`config.mk`:
```
export PLATFORM = sky130hd
export DESIGN_NAME = aes256_key_expand_flat
export DESIGN_NICKNAME = d
export VERILOG_FILES = /design/src/rtl/aes256_key_expand_if.sv /design/src/rtl/aes256_key_expand.sv /design/src/flat_wrapper.sv
export SDC_FILE = /design/constraint.sdc
export NUM_CORES = 2
export LEC_CHECK = 0
export ABC_AREA = 0
export CORE_MARGIN = 3
export CORE_UTILIZATION = 35
export DETAILED_ROUTE_END_ITERATION = 12
export GPL_TIMING_DRIVEN = 1
export HOLD_SLACK_MARGIN = 0.15
export PLACE_DENSITY = 0.63
export SYNTH_ARGS = -nofsm -noshare
export SYNTH_HDL_FRONTEND = slang
export SYNTH_SLANG_ARGS = --single-unit
export TNS_END_PERCENT = 30
```
`constraint.sdc`:
```
create_clock -name clk -period 9.6 [get_ports clk]
set_input_delay 1.92 -clock clk [delete_from_list [all_inputs] [get_ports clk]]
set_output_delay 1.92 -clock clk [all_outputs]
set_load 0.1 [all_outputs]
```
`src/rtl/aes256_key_expand_if.sv`:
```
// Handshake bundle between the AES-256 key expander, its key requester and the round-key consumer.
// Round-key store ports exist only when AES_KEXP_STORE_EN is defined.
interface aes256_key_expand_if;
  logic         start;
  logic [255:0] key;
  logic         busy;
  logic         rk_valid;
  logic         rk_ready;
  logic [127:0] rk;
  logic [3:0]   rk_idx;
  logic         rk_last;
`ifdef AES_KEXP_STORE_EN
  logic [3:0]   rd_idx;
  logic [127:0] rd_key;
  logic         keys_ready;
`endif

  modport master (
    output start, key, rk_ready,
`ifdef AES_KEXP_STORE_EN
    output rd_idx,
    input  rd_key, keys_ready,
`endif
    input  busy, rk_valid, rk, rk_idx, rk_last
  );

  modport slave (
    input  start, key, rk_ready,
`ifdef AES_KEXP_STORE_EN
    input  rd_idx,
    output rd_key, keys_ready,
`endif
    output busy, rk_valid, rk, rk_idx, rk_last
  );
endinterface

```
`src/rtl/aes256_key_expand.sv`:
```
// Iterative AES-256 key schedule: emits rk0..rk14 one per valid/ready handshake from an 8-word window.
// Optional AES_KEXP_STORE_EN adds a 15x128 round-key store with a registered read port.
module aes256_key_expand #(
  parameter int RK_COUNT = 15
) (
  input logic                clk,
  input logic                rst,
  aes256_key_expand_if.slave bus
);
  localparam logic [3:0] LAST_IDX = 4'(RK_COUNT - 1);

  localparam logic [2047:0] SBOX_TBL = {
    128'h637c777bf26b6fc53001672bfed7ab76, 128'hca82c97dfa5947f0add4a2af9ca472c0,
    128'hb7fd9326363ff7cc34a5e5f171d83115, 128'h04c723c31896059a071280e2eb27b275,
    128'h09832c1a1b6e5aa0523bd6b329e32f84, 128'h53d100ed20fcb15b6acbbe394a4c58cf,
    128'hd0efaafb434d338545f9027f503c9fa8, 128'h51a3408f929d38f5bcb6da2110fff3d2,
    128'hcd0c13ec5f974417c4a77e3d645d1973, 128'h60814fdc222a908846eeb814de5e0bdb,
    128'he0323a0a4906245cc2d3ac629195e479, 128'he7c8376d8dd54ea96c56f4ea657aae08,
    128'hba78252e1ca6b4c6e8dd741f4bbd8b8a, 128'h703eb5664803f60e613557b986c11d9e,
    128'he1f8981169d98e949b1e87e9ce5528df, 128'h8ca1890dbfe6426841992d0fb054bb16
  };

  // Byte 0x00 sits in the top byte of the table, so the bit offset is (255 - b) * 8.
  function automatic logic [7:0] sbox(input logic [7:0] b);
    return SBOX_TBL[{~b, 3'b000} +: 8];
  endfunction

  function automatic logic [31:0] sub_word(input logic [31:0] w);
    return {sbox(w[31:24]), sbox(w[23:16]), sbox(w[15:8]), sbox(w[7:0])};
  endfunction

  typedef enum logic {IDLE, EMIT} state_t;

  state_t        state_q, state_d;
  logic [31:0]   win_q [8];
  logic [31:0]   win_d [8];
  logic [127:0]  rk_q, rk_d;
  logic [3:0]    idx_q, idx_d;
  logic [7:0]    rcon_q, rcon_d;
  logic [31:0]   t, nw0, nw1, nw2, nw3;
  logic          hs;

  assign hs = (state_q == EMIT) && bus.rk_ready;

  // An odd current index means the next round index is even and takes the RotWord/Rcon path.
  assign t   = idx_q[0] ? (sub_word({win_q[7][23:0], win_q[7][31:24]}) ^ {rcon_q, 24'h0})
                        : sub_word(win_q[7]);
  assign nw0 = win_q[0] ^ t;
  assign nw1 = win_q[1] ^ nw0;
  assign nw2 = win_q[2] ^ nw1;
  assign nw3 = win_q[3] ^ nw2;

  always_comb begin
    state_d = state_q;
    win_d   = win_q;
    rk_d    = rk_q;
    idx_d   = idx_q;
    rcon_d  = rcon_q;
    case (state_q)
      IDLE: begin
        if (bus.start) begin
          for (int i = 0; i < 8; i++) win_d[i] = bus.key[255 - 32*i -: 32];
          rk_d    = bus.key[255:128];
          idx_d   = 4'd0;
          rcon_d  = 8'h01;
          state_d = EMIT;
        end
      end
      EMIT: begin
        if (hs) begin
          if (idx_q == LAST_IDX) begin
            state_d = IDLE;
          end else if (idx_q == 4'd0) begin
            rk_d  = {win_q[4], win_q[5], win_q[6], win_q[7]};
            idx_d = 4'd1;
          end else begin
            for (int i = 0; i < 4; i++) win_d[i] = win_q[i + 4];
            win_d[4] = nw0;
            win_d[5] = nw1;
            win_d[6] = nw2;
            win_d[7] = nw3;
            rk_d     = {nw0, nw1, nw2, nw3};
            idx_d    = idx_q + 4'd1;
            if (idx_q[0]) rcon_d = {rcon_q[6:0], 1'b0};
          end
        end
      end
      default: state_d = IDLE;
    endcase
  end

  always_ff @(posedge clk or negedge rst) begin
    if (!rst) begin
      state_q <= IDLE;
      for (int i = 0; i < 8; i++) win_q[i] <= '0;
      rk_q    <= '0;
      idx_q   <= '0;
      rcon_q  <= '0;
    end else begin
      state_q <= state_d;
      win_q   <= win_d;
      rk_q    <= rk_d;
      idx_q   <= idx_d;
      rcon_q  <= rcon_d;
    end
  end

  assign bus.busy     = (state_q == EMIT);
  assign bus.rk_valid = (state_q == EMIT);
  assign bus.rk_last  = (state_q == EMIT) && (idx_q == LAST_IDX);
  assign bus.rk       = rk_q;
  assign bus.rk_idx   = idx_q;

`ifdef AES_KEXP_STORE_EN
  logic [127:0] store_q [RK_COUNT];
  logic [127:0] rd_key_q;
  logic         keys_ready_q;

  always_ff @(posedge clk) begin
    if (hs) store_q[idx_q] <= rk_q;
  end

  always_ff @(posedge clk or negedge rst) begin
    if (!rst) begin
      rd_key_q     <= '0;
      keys_ready_q <= 1'b0;
    end else begin
      rd_key_q <= (bus.rd_idx <= LAST_IDX) ? store_q[bus.rd_idx] : '0;
      if ((state_q == IDLE) && bus.start) keys_ready_q <= 1'b0;
      else if (hs && (idx_q == LAST_IDX)) keys_ready_q <= 1'b1;
    end
  end

  assign bus.rd_key     = rd_key_q;
  assign bus.keys_ready = keys_ready_q;
`endif
endmodule

```
`src/flat_wrapper.sv`:
```
// flat-port wrapper written by rule: the top's interface ports become plain ports
module aes256_key_expand_flat 
#(
  parameter int RK_COUNT = 15
)
  (clk, rst, bus_start, bus_key, bus_rk_ready, bus_busy, bus_rk_valid, bus_rk, bus_rk_idx, bus_rk_last);
  aes256_key_expand_if bus_i ();
  input logic clk;
  input logic rst;
  input wire logic [$bits(bus_i.start)-1:0] bus_start;
  input wire logic [$bits(bus_i.key)-1:0] bus_key;
  input wire logic [$bits(bus_i.rk_ready)-1:0] bus_rk_ready;
  output wire logic [$bits(bus_i.busy)-1:0] bus_busy;
  output wire logic [$bits(bus_i.rk_valid)-1:0] bus_rk_valid;
  output wire logic [$bits(bus_i.rk)-1:0] bus_rk;
  output wire logic [$bits(bus_i.rk_idx)-1:0] bus_rk_idx;
  output wire logic [$bits(bus_i.rk_last)-1:0] bus_rk_last;
  assign bus_i.start = bus_start;
  assign bus_i.key = bus_key;
  assign bus_i.rk_ready = bus_rk_ready;
  assign bus_busy = bus_i.busy;
  assign bus_rk_valid = bus_i.rk_valid;
  assign bus_rk = bus_i.rk;
  assign bus_rk_idx = bus_i.rk_idx;
  assign bus_rk_last = bus_i.rk_last;
  aes256_key_expand #(.RK_COUNT(RK_COUNT)) u_core (.clk(clk), .rst(rst), .bus(bus_i));
endmodule
```
==> results.py <==
metrics = {
    "outcome": {
        "outcome": "finished clean",
    },
    "min_path": {
        "hold_path_depth": 2,
        "hold_path_class": "reg -> reg",
        "hold_start": "u_core.bus.rk[100]",
        "worstHoldEndpoint": "u_core.bus.rk[100]",
    },
    "cts": {
        "cts_sinks": 397,
        "clkTransAtPathRegs_ps": 70,
        "clock_insertion_delay_worst_skew_ps": 630,
        "post_cts_resized": 0,
        "clock_tree.buffer_depth": 3,
        "cts_tree": "yes",
        "numCtsBuffers": 46,
        "h-tree-depth": 2,
        "post_cts_hold_buffer_count": 0,
        "clockRootBuffer": "sky130_fd_sc_hd__clkbuf_16",
        "cts_setup_buffers": 0,
    },
    "timing": {
        "clock.fmax_ghz": 0.1797,
        "final_critical_path_setup_slack_ps": 4034,
        "min_period_over_period": 0.5798,
        "period_minus_slack_ps": 5566,
        "setup_tns_ps": 0,
        "hold_viol": 0,
        "setup_viol": 0,
        "hold_ws_ps": 490.8,
        "slew-limit-headroom": 0.1829,
        "worst_margin_slew_ps": 1222,
        "timing.final.max_slew_violations": 0,
        "setup_repair_after_global_routing_missed_its_margin": "false",
        "finalClockSkew_ps": 42.29,
    },
    "detailed_routing": {
        "vias": 38548,
        "drt_pass1_iterations": 7,
        "drt-wirelength-per-cell_um": 28.78,
        "first_iter_violations": 5803,
        "drcViolationCount": 0,
        "antenna_left": 0,
        "wirelength_um": 171300,
        "route.detailed.vias_per_inst": 6.476,
    },
    "global_routing": {
        "globalRouteOverflowTotal": 0,
        "grt_first_pass_wirelength_um": 250600,
        "grt_use_total": 0.3050,
        "grt_antenna_before_repair": 9,
        "via_count_of_the_first_global_routing_pass": 35962,
        "maximum_number_of_pins_on_one_net_before_global_route_repair": 206,
    },
    "synth": {
        "netlist_instances": 4500,
        "ys_seq_area_frac": 0.2729,
        "asyncSetResetFlopFracSynth": 1.000,
        "synth-warning-count": 0,
        "synthTopCellsByArea": "sky130_fd_sc_hd__dfrtp_1 (27%), sky130_fd_sc_hd__a21oi_1 (6.1%), sky130_fd_sc_hd__o21ai_0 (6.1%)",
        "synth_enable_flop_cells": 0,
        "synth_top_flop_cell": "sky130_fd_sc_hd__dfrtp_1",
        "mappedNetlistNets": 4823,
        "yosysUniqueCellTypes": 101,
        "synth.top_cell.area_share": 0.2729,
        "synth_largest_area_cell": "sky130_fd_sc_hd__dfrtp_1",
        "avgSynthCellArea_um2": 8.089,
        "ys_ff_latch": 397,
        "mappedNetlistArea_um2": 36400,
    },
    "final_layout": {
        "multi_input_comb_area_um2": 24140,
        "drive_gt1_frac": 0.08008,
        "final_cell_mix": "sky130_fd_sc_hd__nand2_1 (462), sky130_fd_sc_hd__a21oi_1 (441), sky130_fd_sc_hd__o21ai_0 (440), sky130_fd_sc_hd__clkdlybuf4s50_1 (390), sky130_fd_sc_hd__dfrtp_1 (383)",
        "nNetsFinal": 4869,
        "area_delta_synth_final_pct": 16.07,
        "num-fill-cells": 10402,
        "finish.utilization": 0.4123,
        "sequential_cell_area_um2": 9962,
        "mostFrequentLayoutCell": "sky130_fd_sc_hd__nand2_1",
    },
    "setup_path": {
        "worst_ep_required_time_ps": 10090,
        "timing.reg2reg.worst_path_depth": 14,
        "crit-reg2reg-capture": "u_core.win_q[1]",
        "regToRegStartpoint": "u_core.win_q[0]",
        "worst_ep_arrival_time_ps": 6050,
        "end_kind": "register",
        "crit_type": "reg -> reg",
        "worstPathMaxFanout": 38,
        "crit_path_start_kind": "register",
        "setup.reg_to_reg.worst_slack_ps": 4030,
    },
    "placed_design": {
        "place_ws_ps": 4032,
        "gp_congestion": 1.026,
        "buffer_ports.inserted": 394,
        "hpwl_um": 119500,
    },
    "floorplanning": {
        "die_width_um": 328.5,
        "core_area_um2": 102500,
        "die_h_um": 328.5,
        "core.rowCount": 117,
        "overall_die_area_um2": 107900,
        "number_of_top_level_pins": 395,
        "initial_core_util": 0.3552,
    },
    "run": {
        "max_cap_violations": 0,
    },
}
[through the flow]
stage / cell area, um2 / instances
2_1_floorplan: 36400 / 4500
3_3_place_gp: 40670 / 5866
3_5_place_dp: 40670 / 5866
4_1_cts: 42250 / 5951
5_1_grt: 42250 / 5951
6_report: 42250 / 5952
[layer usage]
metal / global-route usage / part of all wire / vias to the layer above
li1: - / - / 16706
met1: 0.4241 / 0.41 / 18859
met2: 0.4478 / 0.42 / 2591
met3: 0.08672 / 0.12 / 382
met4: 0.1117 / 0.042 / 10
met5: 0.007246 / 0.00089 / -
[registers in the layout (all words and copies together) (netlist names)]
signal / count
u_core.win_q: 256
u_core.bus.rk: 128
u_core.rcon_q: 8
u_core.bus.rk_idx: 4
u_core.bus.busy: 1
[how the worst max path moves through the flow]
stage                              start                 to
floorplan           u_core.bus.rk_idx[0]        bus_rk_last
CTS                 u_core.bus.rk_idx[0]        bus_rk_last
global route            u_core.win_q[19]  u_core.bus.rk[21]
global placement               bus_start   u_core.win_q[31]
detailed placement             bus_start   u_core.win_q[31]
finish                   u_core.win_q[0]    u_core.win_q[1]
[logic make-up (layout without fill, tap and decap cells)]
group,after synthesis,in the layout,share of synthesized area
buf+inv,545,628,0.06534
simple gates,1435,1435,0.1912
xor+xnor,184,184,0.06452
flops,397,397,0.2729
fa+ha+maj,63,63,0.02166
other cells,0,1,0
compound gates,1649,1649,0.2957
mux,227,227,0.08865
[cells in the mapped netlist (all sizes together) (24+ instances only)]
master and number:
nand2 463, o21ai 444, a21oi 443, dfrtp 397, nor2 314, clkbuf 295
buf 189, nor2b 178, mux2i 132, nand3 94, a211oi 93, nand2b 89
xnor2 88, nor3 80, mux4 72, a31oi 64, ha 63, o211ai 57
inv 53, o221ai 48, xor2 47, xnor3 41, a221o 39, o311ai 39
or3 39, a21o 36, and2 34, o22ai 34, a221oi 33, o31ai 31
o21a 29, a311oi 28, or2 27, and3 26, a22oi 25, nor3b 24
[worst max-delay path, cell delays in order, from the launching register on]
cell and delay (ps):
sky130_fd_sc_hd__dfrtp_1 320, sky130_fd_sc_hd__buf_4 430, sky130_fd_sc_hd__inv_2 240, sky130_fd_sc_hd__ha_1 360, sky130_fd_sc_hd__buf_4 310, sky130_fd_sc_hd__nor2b_1 510
sky130_fd_sc_hd__a21oi_1 80, sky130_fd_sc_hd__mux4_2 480, sky130_fd_sc_hd__mux4_2 560, sky130_fd_sc_hd__o311ai_0 720, sky130_fd_sc_hd__a31oi_1 250, sky130_fd_sc_hd__xnor3_1 660
sky130_fd_sc_hd__xor2_1 250, sky130_fd_sc_hd__nor2_1 130, sky130_fd_sc_hd__o22ai_1 90
[cell type report]
cell class | instances | share of cell area
Clock inverter | 23 | 0.006841
Timing Repair Buffer | 482 | 0.1092
Inverter | 61 | 0.005538
Antenna cell | 1 | 0.00005923
Sequential cell | 397 | 0.2358
Multi-Input combinational cell | 3558 | 0.5715
Tap cell | 1368 | 0.04051
Clock buffer | 62 | 0.03056
Power is not shown: default switching activity piles up to over one toggle a cycle in this logic, so the estimate is an artifact.
